<file path="config.mk">
export PLATFORM = sky130hd
export DESIGN_NAME = instr_encoder_writer
export DESIGN_NICKNAME = d
export VERILOG_FILES = /design/src/rtl/instr_encoder_writer.sv
export SDC_FILE = /design/constraint.sdc
export NUM_CORES = 1
export LEC_CHECK = 0
export CAP_MARGIN = 20
export CORE_ASPECT_RATIO = 1.75
export CORE_MARGIN = 1
export CORE_UTILIZATION = 52
export DETAILED_ROUTE_END_ITERATION = 8
export GPL_TIMING_DRIVEN = 0
export PLACE_DENSITY_LB_ADDON = 0.1
export SLEW_MARGIN = 10
export SYNTH_ARGS = -nofsm -noshare
export SYNTH_HDL_FRONTEND = slang
export SYNTH_SLANG_ARGS = --single-unit
</file>
<file path="constraint.sdc">
create_clock -name i_clk -period 4.5 [get_ports i_clk]
set_clock_uncertainty 0.05 [all_clocks]
set_input_delay 0.675 -clock i_clk [delete_from_list [all_inputs] [get_ports i_clk]]
set_output_delay 0.675 -clock i_clk [all_outputs]
set_load 0.005 [all_outputs]
</file>
<file path="src/rtl/instr_encoder_writer.sv">
// Encodes symbolic instructions into 32-bit words and writes them into imem from a base address.
// Optional build macro ENC_ZERO_REG_GUARD_EN drops instructions that target $0 and pulses o_err.
module instr_encoder_writer #(
    parameter int unsigned ADDR_W = 8,
    parameter int unsigned DEPTH  = 4
) (
    input  logic              i_clk,
    input  logic              i_rst,
    input  logic              i_start,
    input  logic [ADDR_W-1:0] i_base_addr,
    input  logic              i_in_valid,
    output logic              o_in_ready,
    input  logic              i_in_last,
    input  logic [2:0]        i_in_class,
    input  logic [4:0]        i_in_rs,
    input  logic [4:0]        i_in_rt,
    input  logic [4:0]        i_in_rd,
    input  logic [5:0]        i_in_funct,
    input  logic [15:0]       i_in_imm,
    input  logic [25:0]       i_in_target,
    input  logic              i_mem_busy,
    output logic              o_mem_we,
    output logic [ADDR_W-1:0] o_mem_addr,
    output logic [31:0]       o_mem_wdata,
    output logic              o_done,
    output logic              o_err
);

    localparam int unsigned PTR_W = $clog2(DEPTH);
    localparam int unsigned CNT_W = PTR_W + 1;

    localparam logic [1:0] ST_IDLE  = 2'd0;
    localparam logic [1:0] ST_RUN   = 2'd1;
    localparam logic [1:0] ST_DRAIN = 2'd2;

    logic [1:0]        r_state;
    logic [ADDR_W-1:0] r_addr;
    logic [31:0]       r_fifo [DEPTH];
    logic [PTR_W-1:0]  r_wr_ptr;
    logic [PTR_W-1:0]  r_rd_ptr;
    logic [CNT_W-1:0]  r_count;

    logic [5:0]  w_op;
    logic [31:0] w_word;
    logic        w_reject;
    logic        w_in_ready;
    logic        w_xfer;
    logic        w_push;
    logic        w_pop;

    always_comb begin
        w_op = 6'b000000;
        case (i_in_class)
            3'd0:    w_op = 6'b000000;
            3'd1:    w_op = 6'b000001;
            3'd2:    w_op = 6'b100010;
            3'd3:    w_op = 6'b100011;
            3'd4:    w_op = 6'b101010;
            3'd5:    w_op = 6'b000100;
            3'd6:    w_op = 6'b000110;
            default: w_op = 6'b000010;
        endcase
    end

    always_comb begin
        w_word = {w_op, i_in_rs, i_in_rt, i_in_imm};
        if (i_in_class == 3'd0) begin
            w_word = {w_op, i_in_rs, i_in_rt, i_in_rd, 5'b00000, i_in_funct};
        end else if (i_in_class == 3'd7) begin
            w_word = {w_op, i_in_target};
        end
    end

`ifdef ENC_ZERO_REG_GUARD_EN
    assign w_reject = ((i_in_class == 3'd0) && (i_in_rd == 5'd0)) ||
                      ((i_in_class >= 3'd1) && (i_in_class <= 3'd3) && (i_in_rt == 5'd0));
`else
    assign w_reject = 1'b0;
`endif

    // Ready uses the registered count only: a same-cycle pop never frees a slot for a push.
    assign w_in_ready = (r_state == ST_RUN) && (r_count != CNT_W'(DEPTH));
    assign w_xfer     = i_in_valid & w_in_ready;
    assign w_push     = w_xfer & ~w_reject;
    assign w_pop      = (r_state != ST_IDLE) && (r_count != '0) && ~i_mem_busy;

    assign o_in_ready  = w_in_ready;
    assign o_mem_we    = w_pop;
    assign o_mem_addr  = r_addr;
    assign o_mem_wdata = r_fifo[r_rd_ptr];
    assign o_done      = (r_state == ST_DRAIN) && (r_count == '0);

    always_ff @(posedge i_clk) begin
        if (i_rst) begin
            r_state  <= ST_IDLE;
            r_addr   <= '0;
            r_wr_ptr <= '0;
            r_rd_ptr <= '0;
            r_count  <= '0;
            for (int i = 0; i < int'(DEPTH); i++) begin
                r_fifo[i] <= '0;
            end
        end else begin
            case (r_state)
                ST_IDLE: begin
                    if (i_start) begin
                        r_addr  <= i_base_addr;
                        r_state <= ST_RUN;
                    end
                end
                ST_RUN: begin
                    if (w_xfer && i_in_last) begin
                        r_state <= ST_DRAIN;
                    end
                end
                ST_DRAIN: begin
                    if (r_count == '0) begin
                        r_state <= ST_IDLE;
                    end
                end
                default: r_state <= ST_IDLE;
            endcase

            if (w_push) begin
                r_fifo[r_wr_ptr] <= w_word;
                r_wr_ptr         <= r_wr_ptr + PTR_W'(1);
            end
            if (w_pop) begin
                r_rd_ptr <= r_rd_ptr + PTR_W'(1);
                r_addr   <= r_addr + ADDR_W'(1);
            end
            if (w_push && !w_pop) begin
                r_count <= r_count + CNT_W'(1);
            end else if (!w_push && w_pop) begin
                r_count <= r_count - CNT_W'(1);
            end
        end
    end

`ifdef ENC_ZERO_REG_GUARD_EN
    logic r_err;

    always_ff @(posedge i_clk) begin
        if (i_rst) begin
            r_err <= 1'b0;
        end else begin
            r_err <= w_xfer & w_reject;
        end
    end

    assign o_err = r_err;
`else
    assign o_err = 1'b0;
`endif

endmodule

</file>
Word-level counts from Yosys, hierarchy flattened
Memory sizes are Yosys's and may differ from the RTL's. A register that Yosys moved wholly into a read port is not among the register bits.
Index checks and enable logic that the tools add are counted.
{ "totals": {"regBits": 17, "mem_bits_rw": 128, "output_inout_bits": 44, "elab_cells": 68, "n_memories": 1} }
{ "mem_list": {"columns": ["name", "depth", "word_bits", "read_ports", "rd_ports_with_merged_regs", "write_ports", "line", "rtl"], "rows": [
  ["r_fifo", 4, 32, 1, 1, 4, "38", "logic [31:0] r_fifo [DEPTH];"]
]} }
{ "op_classes": {"addsub": 5, "n_eq_ne": 13, "mux": 22, "n_bitwise": 2, "reduce_logical": 20} }
{ "ops": {"columns": ["operator", "n"], "rows": [
  ["$mux W26", 2],
  ["$pmux W6 S7", 1],
  ["$mux W32", 1],
  ["$reduce_or A32 Y1", 1],
  ["$mux W8", 3],
  ["$eq A3 B3 Y1 const B", 4],
  ["$mux W2", 6],
  ["$add A8 B1 Y8 const B", 1],
  ["$reduce_bool A2 Y1", 4],
  ["$logic_and A1 B1 Y1", 7],
  ["$eq A3 B2 Y1 const B", 2],
  ["$logic_not A3 Y1", 2],
  ["$mux W1", 6],
  ["$mux W3", 2],
  ["$pmux W2 S3", 1],
  ["$add A2 B1 Y2 const B", 2],
  ["$ne A2 B1 Y1 const B", 2],
  ["$add A3 B1 Y3 const B", 1],
  ["$eq A3 B1 Y1 const B", 1],
  ["$ne A3 B3 Y1 const B", 1],
  ["$reduce_and A3 Y1", 1],
  ["$reduce_bool A3 Y1", 1],
  ["$sub A3 B1 Y3 const B", 1],
  ["$eq A2 B1 Y1 const B", 1],
  ["7 further kinds", 8]
]} }

Depth between registers and ports, before layout
{ "logic_depth": {"ltp_word": 8, "depth_mapped": 11, "mapped_depth_nobuf": 10} }

Worst setup path before layout
No wires, ideal clock.
{ "synth_timing": {"path_kind": "reg2reg", "start": "reg r_state[1]", "end": "mem r_fifo[1][0], enable pin", "arrival_time_ps": 3047, "setup_slack_ps": 941, "path_stages_with_launch": 5, "n_path_buf": 0, "period_less_slack_ps": 3559, "path_cell_list": "dfxtp_1 > nand2b_4 > nor2_1 > nand2_1 > o21ai_0"} }
{ "synth_lines": {"columns": ["item", "line", "rtl"], "rows": [
  ["start: declaration", "36", "logic [1:0] r_state;"],
  ["start signal: assignment", "95", "r_state <= ST_IDLE;"],
  ["start signal: assignment", "108", "r_state <= ST_RUN;"],
  ["start signal: assignment", "113", "r_state <= ST_DRAIN;"],
  ["end: declaration", "38", null]
]} }

==> results.md <==
- Status: finished clean
- Post-CTS Hold Buffers: 0
- Vias per inst: about 5.7
- Clock buffer depth: 2
- Largest net degree at the start of global routing: 26
- Initial core utilization: 53.2%
- CTS clk-pin slew, worst paths: 0.06 ns
- Post-Syn Area: 0.00661 mm^2
- Vias post-DR: roughly 4,800
- Slowest cell on the critical path: mux4_2
- Layout overhead on the synthesized area: 31.8%
- Clk_lat worst skew: 0.41 ns
- Final WL: about 16 mm
- Final setup vio count: 0
- Max FO, Critical Path: 10
- Pleak: roughly 0.0033 uW
- Worst-Margin Slew: 0.669 ns
- Startpoint types: register
- Final min period: 3.00 ns
- PostCTS Resize Cnt: 0
- Netlist cell types: 51
- Clock share of power: roughly two fifths
- Die Width: between 80 and 90 um
- Diode count: 0
- First-pass GRT wire length: between 20 and 25 mm
- RSZ-0062 raised after global routing: false
- Most used flip-flop cell after synthesis: edfxtp_1
- Max-cap violation count: 0
- Dpl cells: 801
- FP Rows: 54
- H-tree depth: 4
- CTS sink cnt: between 100 and 150
- CTS tree: built
- Reg2Reg Setup Slack: 1.94 ns
- Rel. slew slack: 55.4%
- Post CTS Setup Buffer Count: 0
- VDD IR max: ~0.29 mV
- Fin. max-slew vios: 0
- Vias in the first global route: 4,883
- Power density over the cells: 389 mW/mm^2
- Post-synthesis sequential area ratio: 62.1%
- #FFs+latches synth: roughly 140
- IO buf count: 118
- Min-delay worst type: reg -> reg
- GP Congestion: 0.827
- DRC viols: 0
- Gr usage total: about a quarter
- DRT Pass-1 Iters: 4
- DP Worst Slack: 1.51 ns
- Boundary Pins: 124
- Combinational Power Share: 13.6%
- Crit path required time: 3.77 ns
- CP endpoint kind: output pin
- Drt wl/cell: 19.2 um
- Crit path kind: reg -> out
- Register share of total power: 45.5%
- Die height: 151 um
- Fill cell count: 929
- CTS root buf: clkbuf_16
- Switching pwr: 808 uW
- Max Clk Rate: 333 MHz
- Initial drt markers: 376
- Final #Nets: about 740
- Syn Area/Cell: ~13 um^2
- Die area: ~0.013 mm^2
- Gr ovfl total: 0
- HPWL Detailed: between 10 and 15 mm
- Internal Pwr Total: roughly 2600 uW
- Initial antenna violation count: 0
- Core ar.: 0.0124 mm^2
- Final period util: 66.7%
- Total CTS buffers: 17
- Slack of the critical path: 1.50 ns
- Net Sw Frac: a little under a quarter
- Post-synthesis cell count: 510
- Ys async rst share: 0%
- Post-synth EDFFs: 124
- DRT antenna net count: 0
- Worst-path cell chain: buf_2 > mux4_2 > clkdlybuf4s50_1
- Share of cells above drive strength 1: 14.7%
- Synth warnings: 0
- Final Hold Fails: 0
- Final Non-Filler Cells: 833
- Max incr delay on CP: 0.55 ns
- Critical Path AT: between 2 and 2.5 ns
[area by class of cell]
| cell class | count | area, um^2 | share of cell area [%] |
|---|---|---|---|
| Inverter | 7 | 26.3 | 0.302 |
| Clock buffer | 17 | 425 | 4.88 |
| Sequential cell | 143 | 4100 | 47.1 |
| Clock inverter | 15 | 163 | 1.87 |
| Multi-Input combinational cell | 326 | 2340 | 26.9 |
| Tap cell | 168 | 210 | 2.41 |
| Timing Repair Buffer | 122 | 1280 | 14.6 |
| Buffer | 35 | 168 | 1.92 |
[final timing paths]
kind / depth (start not counted) / end / start
max: 3 / o_mem_wdata[3] / register
min reg2reg: 2 / o_mem_addr[7]$_SDFFE_PP0P_ / o_mem_addr[7]$_SDFFE_PP0P_
min: 2 / o_mem_addr[7]$_SDFFE_PP0P_ / o_mem_addr[7]$_SDFFE_PP0P_
max reg2reg: 10 / r_count[2]$_SDFFE_PP0P_ / r_state[1]$_SDFFE_PP0P_
[layer usage]
metal | GRT usage [%] | vias up | part of all wire, %
li1 | - | 2182 | -
met1 | 29.8 | 2381 | 37
met2 | 48.2 | 166 | 57
met3 | 4.25 | 22 | 4.6
met4 | 9.84 | 0 | 1.7
met5 | 0 | - | 0
[cells by family (layout without fill, tap and decap cells)]
logic type      Yosys count  count (layout)  synth area share, %
xor+xnor                  6               6                0.795
other cells               1               2               0.0567
flops                   143             143                 62.1
fa+ha+maj                 3               3                0.681
simple gates            209             209                 14.5
compound gates           61              61                 6.28
mux                      45              45                 12.7
buf+inv                  42             196                 2.93
[state kept, by name (all words and copies together), names as in the netlist, named ones only]
register / flops
r_fifo: 124
r_state: 2
r_wr_ptr: 2
r_count: 3
r_rd_ptr: 2
o_mem_addr: 8
[layout by cell type (no fill, tap or decap), drive strengths merged, types with 2 or more instances in the layout]
cell type,count
nor2,145
edfxtp,124
clkdlybuf4s50,118
clkbuf,33
mux4,31
buf,23
dfxtp,19
nand2,18
o21ai,17
o221ai,16
mux2i,14
and3b,11
inv,10
a21oi,9
clkinv,9
a21o,7
nand3,6
or3,4
xor2,4
nor3,4
and2,3
nor4,3
o22ai,3
nor3b,3
nand2b,3
xnor2,2
nand4,2
a22oi,2
o31a,2
ha,2
conb,2
bufinv,2
[per-stage QoR]
stage | setup TNS (ns) | power (uW) | util (%) | hold slack (ns) | area (um^2)
floorplan | 0 | 1800 | - | 0.412 | 6610
global placement | -87.51 | 2010 | 64.4 | 0.416 | 8010
detailed placement | 0 | 2040 | 65.4 | 0.423 | 8130
CTS | 0 | 3400 | 70.1 | 0.432 | 8710
global route | 0 | 3500 | 70.1 | 0.455 | 8710
finish | 0 | 3390 | 70.1 | 0.431 | 8710
[worst max-delay path: cells and delay by family (launching register included)]
family	cells	cell delay, ns
buffers and inverters	2	0.90
flip-flops	1	0.41
multiplexers	1	0.55
[cells in the mapped netlist (2+ instances only)]
| cell | number | area share, % |
|---|---|---|
| a21oi_1 | 9 | 0.68 |
| o221ai_1 | 16 | 2.1 |
| a22oi_1 | 2 | 0.23 |
| a21o_1 | 7 | 0.79 |
| inv_2 | 2 | 0.11 |
| inv_1 | 5 | 0.28 |
| or3_1 | 4 | 0.38 |
| mux4_2 | 31 | 11 |
| nand2b_1 | 2 | 0.19 |
| edfxtp_1 | 124 | 56 |
| xor2_1 | 4 | 0.53 |
| buf_2 | 14 | 1.1 |
| nor2_1 | 145 | 8.2 |
| nand2_1 | 18 | 1.0 |
| xnor2_1 | 2 | 0.27 |
| nor3b_1 | 2 | 0.23 |
| and3b_1 | 11 | 1.5 |
| clkbuf_1 | 16 | 0.91 |
| o31a_1 | 2 | 0.27 |
| nor4_1 | 3 | 0.28 |
| nor3_1 | 3 | 0.23 |
| ha_1 | 2 | 0.38 |
| nand4_1 | 2 | 0.19 |
| o21ai_0 | 16 | 1.2 |
| dfxtp_1 | 19 | 5.8 |
| nand3_1 | 5 | 0.38 |
| and2_1 | 3 | 0.28 |
| o22ai_1 | 3 | 0.28 |
| mux2i_1 | 14 | 2.1 |
| buf_4 | 3 | 0.34 |
[power by group through the flow]
| stage | sequential (uW) | combinational (uW) | clock (uW) |
|---|---|---|---|
| after floorplan | 1570 | 233 | 0 |
| after global placement | 1570 | 438 | 0 |
| after detailed placement | 1570 | 463 | 0 |
| after CTS | 1550 | 465 | 1390 |
| after global routing | 1550 | 499 | 1450 |
| final | 1540 | 461 | 1390 |
Power figures use the tool's default switching activity.
